$ cat src/rtl/draw_menu_sel.sv
// Menu screen renderer: border, background and N stacked buttons with a blinking
// keyboard-driven selection. Timing signals and colour leave one cycle after entry.
module draw_menu_sel #(
  parameter int          H_ACTIVE     = 1024,
  parameter int          V_ACTIVE     = 768,
  parameter int          BORDER_W     = 3,
  parameter int          N_BUTTONS    = 3,
  parameter int          SEL_W        = 3,
  parameter int          BTN_X        = 412,
  parameter int          BTN_W        = 200,
  parameter int          BTN_Y0       = 200,
  parameter int          BTN_H        = 80,
  parameter int          BTN_PITCH    = 120,
  parameter int          BLINK_FRAMES = 30,
  parameter logic [11:0] C_BORDER     = 12'hf00,
  parameter logic [11:0] C_BG         = 12'h888,
  parameter logic [11:0] C_BTN        = 12'h444,
  parameter logic [11:0] C_HL         = 12'hff0
) (
  input  logic             clk,
  input  logic             rst,
  input  logic [10:0]      hcount_in,
  input  logic [9:0]       vcount_in,
  input  logic             hsync_in,
  input  logic             vsync_in,
  input  logic             hblnk_in,
  input  logic             vblnk_in,
  input  logic             key_up,
  input  logic             key_down,
  input  logic             key_enter,
  output logic [10:0]      hcount_out,
  output logic [9:0]       vcount_out,
  output logic             hsync_out,
  output logic             vsync_out,
  output logic             hblnk_out,
  output logic             vblnk_out,
  output logic [11:0]      rgb_out,
  output logic [SEL_W-1:0] sel_idx,
  output logic             choice_valid,
  output logic [SEL_W-1:0] choice
);

  localparam int CNT_W = (BLINK_FRAMES > 1) ? $clog2(BLINK_FRAMES) : 1;

  logic [CNT_W-1:0] frame_cnt;
  logic             phase;
  logic             vblnk_prev;
  logic             tick;
  logic             move_up;
  logic             move_down;
  logic [SEL_W-1:0] sel_next;
  logic [11:0]      rgb_p0;

  // Buttons never overlap (pitch >= height), so at most one loop iteration hits.
  function automatic logic [11:0] pixel_colour(
    input logic [10:0]      h,
    input logic [9:0]       v,
    input logic             blank,
    input logic [SEL_W-1:0] sel,
    input logic             ph
  );
    logic [15:0] hx;
    logic [15:0] vx;
    logic [15:0] top;
    logic [11:0] c;
    hx = {5'd0, h};
    vx = {6'd0, v};
    c  = C_BG;
    if (blank) begin
      c = 12'h000;
    end else if (hx < 16'(BORDER_W) || hx >= 16'(H_ACTIVE - BORDER_W) ||
                 vx < 16'(BORDER_W) || vx >= 16'(V_ACTIVE - BORDER_W)) begin
      c = C_BORDER;
    end else if (hx >= 16'(BTN_X) && hx < 16'(BTN_X + BTN_W)) begin
      for (int i = 0; i < N_BUTTONS; i++) begin
        top = 16'(BTN_Y0 + i * BTN_PITCH);
        if (vx >= top && vx < top + 16'(BTN_H))
          c = (SEL_W'(i) == sel && !ph) ? C_HL : C_BTN;
      end
    end
    return c;
  endfunction

  assign tick      = vblnk_in & ~vblnk_prev;
  assign move_up   = key_up & ~key_down;
  assign move_down = key_down & ~key_up;

  always_comb begin
    sel_next = sel_idx;
    if (move_up)
      sel_next = (sel_idx == '0) ? SEL_W'(N_BUTTONS - 1) : sel_idx - SEL_W'(1);
    else if (move_down)
      sel_next = (sel_idx == SEL_W'(N_BUTTONS - 1)) ? '0 : sel_idx + SEL_W'(1);
  end

  assign rgb_p0 = pixel_colour(hcount_in, vcount_in, hblnk_in | vblnk_in, sel_idx, phase);

  // Stage p0 -> p1: every output registered once
  always_ff @(posedge clk) begin
    if (rst) begin
      hcount_out   <= '0;
      vcount_out   <= '0;
      hsync_out    <= 1'b0;
      vsync_out    <= 1'b0;
      hblnk_out    <= 1'b0;
      vblnk_out    <= 1'b0;
      rgb_out      <= '0;
      sel_idx      <= '0;
      choice_valid <= 1'b0;
      choice       <= '0;
      frame_cnt    <= '0;
      phase        <= 1'b0;
      vblnk_prev   <= 1'b0;
    end else begin
      hcount_out   <= hcount_in;
      vcount_out   <= vcount_in;
      hsync_out    <= hsync_in;
      vsync_out    <= vsync_in;
      hblnk_out    <= hblnk_in;
      vblnk_out    <= vblnk_in;
      rgb_out      <= rgb_p0;
      vblnk_prev   <= vblnk_in;
      sel_idx      <= sel_next;
      choice_valid <= key_enter;
      if (key_enter)
        choice <= sel_idx;
      // A selection move restarts the blink so the new button lights at once.
      if (move_up | move_down) begin
        frame_cnt <= '0;
        phase     <= 1'b0;
      end else if (tick) begin
        if (frame_cnt == CNT_W'(BLINK_FRAMES - 1)) begin
          frame_cnt <= '0;
          phase     <= ~phase;
        end else begin
          frame_cnt <= frame_cnt + CNT_W'(1);
        end
      end
    end
  end

endmodule
$ cat config.mk
export PLATFORM = sky130hd
export DESIGN_NAME = draw_menu_sel
export DESIGN_NICKNAME = d
export VERILOG_FILES = /design/src/rtl/draw_menu_sel.sv
export SDC_FILE = /design/constraint.sdc
export NUM_CORES = 1
export LEC_CHECK = 0
export ABC_AREA = 1
export CAP_MARGIN = 10
export CORE_ASPECT_RATIO = 0.6
export CORE_MARGIN = 2
export CORE_UTILIZATION = 48
export DETAILED_ROUTE_END_ITERATION = 7
export PLACE_DENSITY = 0.95
export SYNTH_ARGS = -nofsm -noshare
export SYNTH_HDL_FRONTEND = slang
export SYNTH_SLANG_ARGS = --single-unit
$ cat constraint.sdc
create_clock -name clk -period 3.43 [get_ports clk]
set_clock_uncertainty 0.05 [all_clocks]
set_input_delay 0.686 -clock clk [delete_from_list [all_inputs] [get_ports clk]]
set_output_delay 0.686 -clock clk [all_outputs]
set_load 0.005 [all_outputs]
==> results.cfg <==
[cells_and_area]
fill_cells = 353
fin_cells = 415
synthToLayoutAreaGrowth_pct = 41.2
layout.nets = 392
drive_gt1_share_pct = 7.61
antenna_cells = 0

[die]
die_area_um2 = 4810
coreArea_um2 = 4100
die_h_um = 54.6
rows = 18
io_pins = 74
start_util_pct = 49.9
fp.dieW_um = 88.3

[grt]
grtUsageMet3_pct = 7.09
grt_use_met1_pct = 25.6
use_met2_pct = 38.7
grt_max_degree = 18
antenna_found_initial = 0
grt_overflow_total = 0
grt-busiest-layer = met2
grt_pass1_vias = 1864
grt_usage_pct = 21.7
grt_pass1_wl_um = 7940

[timing]
worst_slew_pin_slew_ns = 0.569
max-slew-margin-rel_pct = 62.0
fmax_mhz = 484
period_share_pct = 60.3
slew_viol_final = 0
setup_tns_ns = 0
grt_setup_unrepaired = no
hold_viol = 0
setup_viol = 0
min_period_ns = 2.07

[clock_network]
clk-insertion-delay-late_ns = 0.30
htreeDepth = 2
clk_path_buf_depth = 2
cts_buffers = 5
cts.sinks = 46
cts-root-buf = clkbuf_8
cts_tree = built
clk_pin_slew_ns = 0.09
cts_hold_buffers = 0
post_cts_resized = 0
post_cts_buffers = 0

[yosys]
ys.flop_type = dfxtp_1
synth.avg_cell_area_um2 = 7.28
ys_seq_elements = 46
synth_area_leader_cell = dfxtp_1
synth_most_common_cell = nor2_1
syn_inst = 281
yosysSeqAreaShare_pct = 45.0
ys_top_cells_by_area = dfxtp_1 45%, nor2_1 11%, nand2_1 9.5%, inv_1 7.2%, ha_1 4.9%
synth-edff-count = 0
async_flop_share_pct = 0
synth_commonest_cells = 60 x nor2_1, 52 x nand2_1, 46 x dfxtp_1, 39 x inv_1, 12 x a21oi_1
synth_top_area_share_pct = 45.0
synth_cell_types = 34
syn_area_um2 = 2040
yosys_warnings = 0

[place]
gp_congestion = 0.866
dp_cells = 407
hpwl_um = 3890
portBuffers = 71

[critical_path]
worstSetupEndpointType = flip-flop
critPathMaxFanout = 6
path_class = input port to flip-flop
crit_path_start_kind = input port
critPathRequiredTime_ns = 3.55
worstPathArrival_ns = 2.19

[route]
drt_pre_antenna_iters = 4
ant_nets = 0
vias = 1918
drt_iter0_markers = 77
drc = 0
routedWlPerCell_um = 11.6
finalWirelength_um = 4810
viasPerCell = 4.62

[pwr]
power_leakage_nw = 1.30
vdd_drop_max_uv = 246
pwr_density_cell_nw_per_um2 = 388
finalPower_mw = 1.12

[job]
cap_violations = 0

[run_status]
outcome = finished, final reports clean

[worst_hold_path]
hp-class = flip-flop to flip-flop
report_power, final:
| part | leakage (nW) | internal, mW | switching (mW) |
|---|---|---|---|
| registers | 0.380 | 0.560 | 0.0133 |
| clock network | 0.0452 | 0.144 | 0.178 |
| logic | 0.877 | 0.113 | 0.110 |
| total | 1.30 | 0.816 | 0.302 |
path summary, 6_finish.rpt:
path                                   from                        end  slack, ns  cells after the start
setup reg to reg    sel_idx[0]$_SDFFE_PP0P_     rgb_out[11]$_SDFF_PP0_       1.88                      7
setup / recovery               vcount_in[8]     rgb_out[10]$_SDFF_PP0_       1.36                      8
hold / removal    frame_cnt[3]$_SDFFE_PP0P_  frame_cnt[3]$_SDFFE_PP0P_       0.48                      2
hold reg to reg   frame_cnt[3]$_SDFFE_PP0P_  frame_cnt[3]$_SDFFE_PP0P_       0.48                      2
worst max-delay path: stages:
cell,delay [ns]
clkdlybuf4s50_1,0.59
nand3_1,0.14
nor2_1,0.21
nor2_1,0.10
nor2_1,0.11
nand2_1,0.09
nand2_1,0.15
a21oi_1,0.12
sequential cells by signal, summed over array words and instances (netlist names):
name / flops
hcount_out: 11
vcount_out: 10
rgb_out: 8
frame_cnt: 5
choice: 3
sel_idx: 3
choice_valid: 1
hblnk_out: 1
hsync_out: 1
phase: 1
vblnk_prev: 1
vsync_out: 1
layout make-up:
class	instances	area, µm²	area share (%)
Timing Repair Buffer	72	718	24.9
Multi-Input combinational cell	183	913	31.6
Sequential cell	46	921	31.9
Tap cell	60	75.1	2.60
Inverter	46	173	5.98
Clock inverter	2	13.8	0.477
Clock buffer	6	72.6	2.51
through the flow:
step	hold slack (ns)	setup slack [ns]	area, µm²	util (%)
finish	0.479	1.36	2890	70.4
global route	0.528	1.23	2890	70.4
CTS	0.483	1.40	2890	70.4
detailed placement	0.467	1.13	2800	68.3
global placement	0.455	1.16	2800	68.3
floorplan	0.434	1.82	2050	-
per-layer routing:
layer	up-vias	routed length, µm
li1	998	-
met1	848	2310
met2	65	2070
met3	7	376
met4	0	45
met5	-	0
cell families after synthesis:
group,Yosys count,share of synthesized area [%]
DFF,46,45.0
adders and majority gates,8,4.90
xor gates and xnor gates,3,1.29
and+or+nand+nor,142,29.6
other,1,0.183
buffers and inverters,53,10.5
AOI/OAI and AO/OA,28,8.57
cell usage in the layout (no fill, tap or decap), drive strengths merged:
cell	instances
clkdlybuf4s50	71
nor2	63
nand2	57
dfxtp	46
inv	44
a21oi	13
nand3	11
ha	8
o21ai	8
nor3	7
clkbuf	6
clkinv	4
a211oi	2
xor2	2
o21bai	2
conb	2
or2	2
xnor2	1
nor3b	1
o211ai	1
o22ai	1
nand4	1
o221a	1
buf	1
Power figures use the tool's default switching activity.
==> patch: new RTL, config.mk and constraints unchanged <==
Set the parameter `BLINK_FRAMES` to 60 (it was 30).
--- a/src/rtl/draw_menu_sel.sv
+++ b/src/rtl/draw_menu_sel.sv
@@ -13,3 +13,3 @@
   parameter int          BTN_PITCH    = 120,
-  parameter int          BLINK_FRAMES = 30,
+  parameter int          BLINK_FRAMES = 60,
   parameter logic [11:0] C_BORDER     = 12'hf00,
Function: no difference found for any inputs over 10 cycles, from zero or initial values and one cycle with rst high; that may be too few to reach the edited logic, so the function may still have changed.
==> patch against the original RTL <==
Final area up 0.52%; worst setup slack better by 0.080 ns; synthesized area up 0.18%; global-route usage down 0.089 points; routed wire length up 3.4%; sequential cell count up 1; maximum frequency up 4.0%; total power up 4.1%; highest routed layer unchanged.
==> patch: results <==
export IMPL_worstPathMaxFanout=5
export IMPL_clock_input_transition_at_the_sequential_cells_of_the_worst_setup_and_hold_paths_ns=0.09
export IMPL_routedWlPerCell_microns=12.1
export IMPL_vias_in_the_first_global_route=1782
export IMPL_yosys_top_cells_area="sky130_fd_sc_hd__dfxtp_1 46%, sky130_fd_sc_hd__nor2_1 11%, sky130_fd_sc_hd__nand2_1 8.6%"
export IMPL_grt_antenna_before_repair=0
export IMPL_timing_reg2reg_worst_path_depth=8
export IMPL_max_vdd_ir_drop_uv=232
export IMPL_fin_hold_ws_ns=0.466
export IMPL_cellLeakagePower_uw=0.00132
export IMPL_critical_path_startpoint="sel_idx[1]"
export IMPL_grt_util_all_layers_pct=21.6
export IMPL_post_route_cells_drive_above_1_share_pct=6.82
export IMPL_routed_via_count=1954
export IMPL_placement_setup_worst_slack_ns=1.23
export IMPL_cts_htree_levels=2
export IMPL_final_nets=388
export IMPL_hpwl_microns=3880
export IMPL_leading_cell_types_by_count_after_synthesis="59 x sky130_fd_sc_hd__nor2_1, 47 x sky130_fd_sc_hd__dfxtp_1, 47 x sky130_fd_sc_hd__nand2_1"
export IMPL_cts_setup_buffers=0
export IMPL_place_gp_congestion=0.845
export IMPL_critical_path_arrival_ns=1.25
export IMPL_yosysSeqAreaShare_pct=45.9
export IMPL_grt_max_degree=17
export IMPL_yosysUniqueCellTypes=27
export IMPL_outcome="complete, no violations"
export IMPL_critical_path_type="flop to output pin"
export IMPL_clock_root_buffer="sky130_fd_sc_hd__clkbuf_8"
export IMPL_drtIter0Drc=84
export IMPL_grt_first_pass_wirelength_microns=7800
export IMPL_rrSetupSlack_ns=1.90
export IMPL_max_slew_worst_pin_slew_ns=0.577
export IMPL_multi_input_comb_area_sq_um=902
export IMPL_path_delay_family="buffers and inverters"
export IMPL_fillers=323
export IMPL_placed_cell_area_sq_um=2800
export IMPL_number_of_buffers_inserted_during_clock_tree_synthesis=5
export IMPL_crit_end="sel_idx[1]"
export IMPL_ys_async_sr_fraction_pct=0
export IMPL_cts_root_to_sink_buffers=2
export IMPL_dr_pass1_iters=5
export IMPL_capturing_point_of_the_worst_reg2reg_path="rgb_out[2]"
export IMPL_post_route_period_util_pct=57.9
export IMPL_timing_critical_path_slowest_cell_delay_ns=0.53
[patch: changes by cell type after synthesis, sizes merged, moves of 2 or more]
cell,change
nand4,+2
o21bai,-2
a211oi,-2
clkinv,-2
nand3b,+6
nand2,-7
or2,-2
nand3,+8
nor3,-2
[patch: cell families after synthesis]
| kind of cell | after synthesis | synth area share (%) |
|---|---|---|
| compound gates | 22 | 5.86 |
| xor+xnor | 4 | 1.71 |
| fa+ha+maj | 7 | 4.28 |
| buf+inv | 51 | 10.2 |
| flops | 47 | 45.9 |
| other cells | 1 | 0.183 |
| simple gates | 146 | 31.8 |
[patch: routing by layer]
| layer | wire, microns | up-vias | GRT usage [%] |
|---|---|---|---|
| li1 | - | 996 | - |
| met1 | 2370 | 868 | 28.7 |
| met2 | 2170 | 80 | 34.7 |
| met3 | 378 | 10 | 5.88 |
| met4 | 53 | 0 | 6.82 |
| met5 | 0 | - | 0 |
[patch: worst min path at each step]
stage | from | to
global route | frame_cnt[2] | frame_cnt[2]
CTS | frame_cnt[2] | frame_cnt[2]
global placement | frame_cnt[2] | frame_cnt[2]
floorplan | frame_cnt[2] | frame_cnt[2]
detailed placement | frame_cnt[2] | frame_cnt[2]
finish | frame_cnt[2] | frame_cnt[2]
[patch: report_power, final]
| part | internal (uW) | leakage, uW | switching (uW) | total [uW] |
|---|---|---|---|---|
| sequential | 571 | 0.000388 | 12.3 | 584 |
| combinational | 111 | 0.000878 | 110 | 220 |
| clock | 184 | 0.0000515 | 176 | 360 |
[patch: through the flow]
step                      total power, uW  instances
after floorplan                       699        279
after global placement                805        404
after detailed placement              814        404
after CTS                            1170        412
after global routing                 1220        412
final                                1160        412
[patch: area by class of cell]
cell class / instances / area share (%)
Sequential cell: 47 / 32.4
Multi-Input combinational cell: 181 / 31.1
Timing Repair Buffer: 72 / 24.8
Inverter: 44 / 5.69
Clock buffer: 8 / 3.45
Tap cell: 60 / 2.59
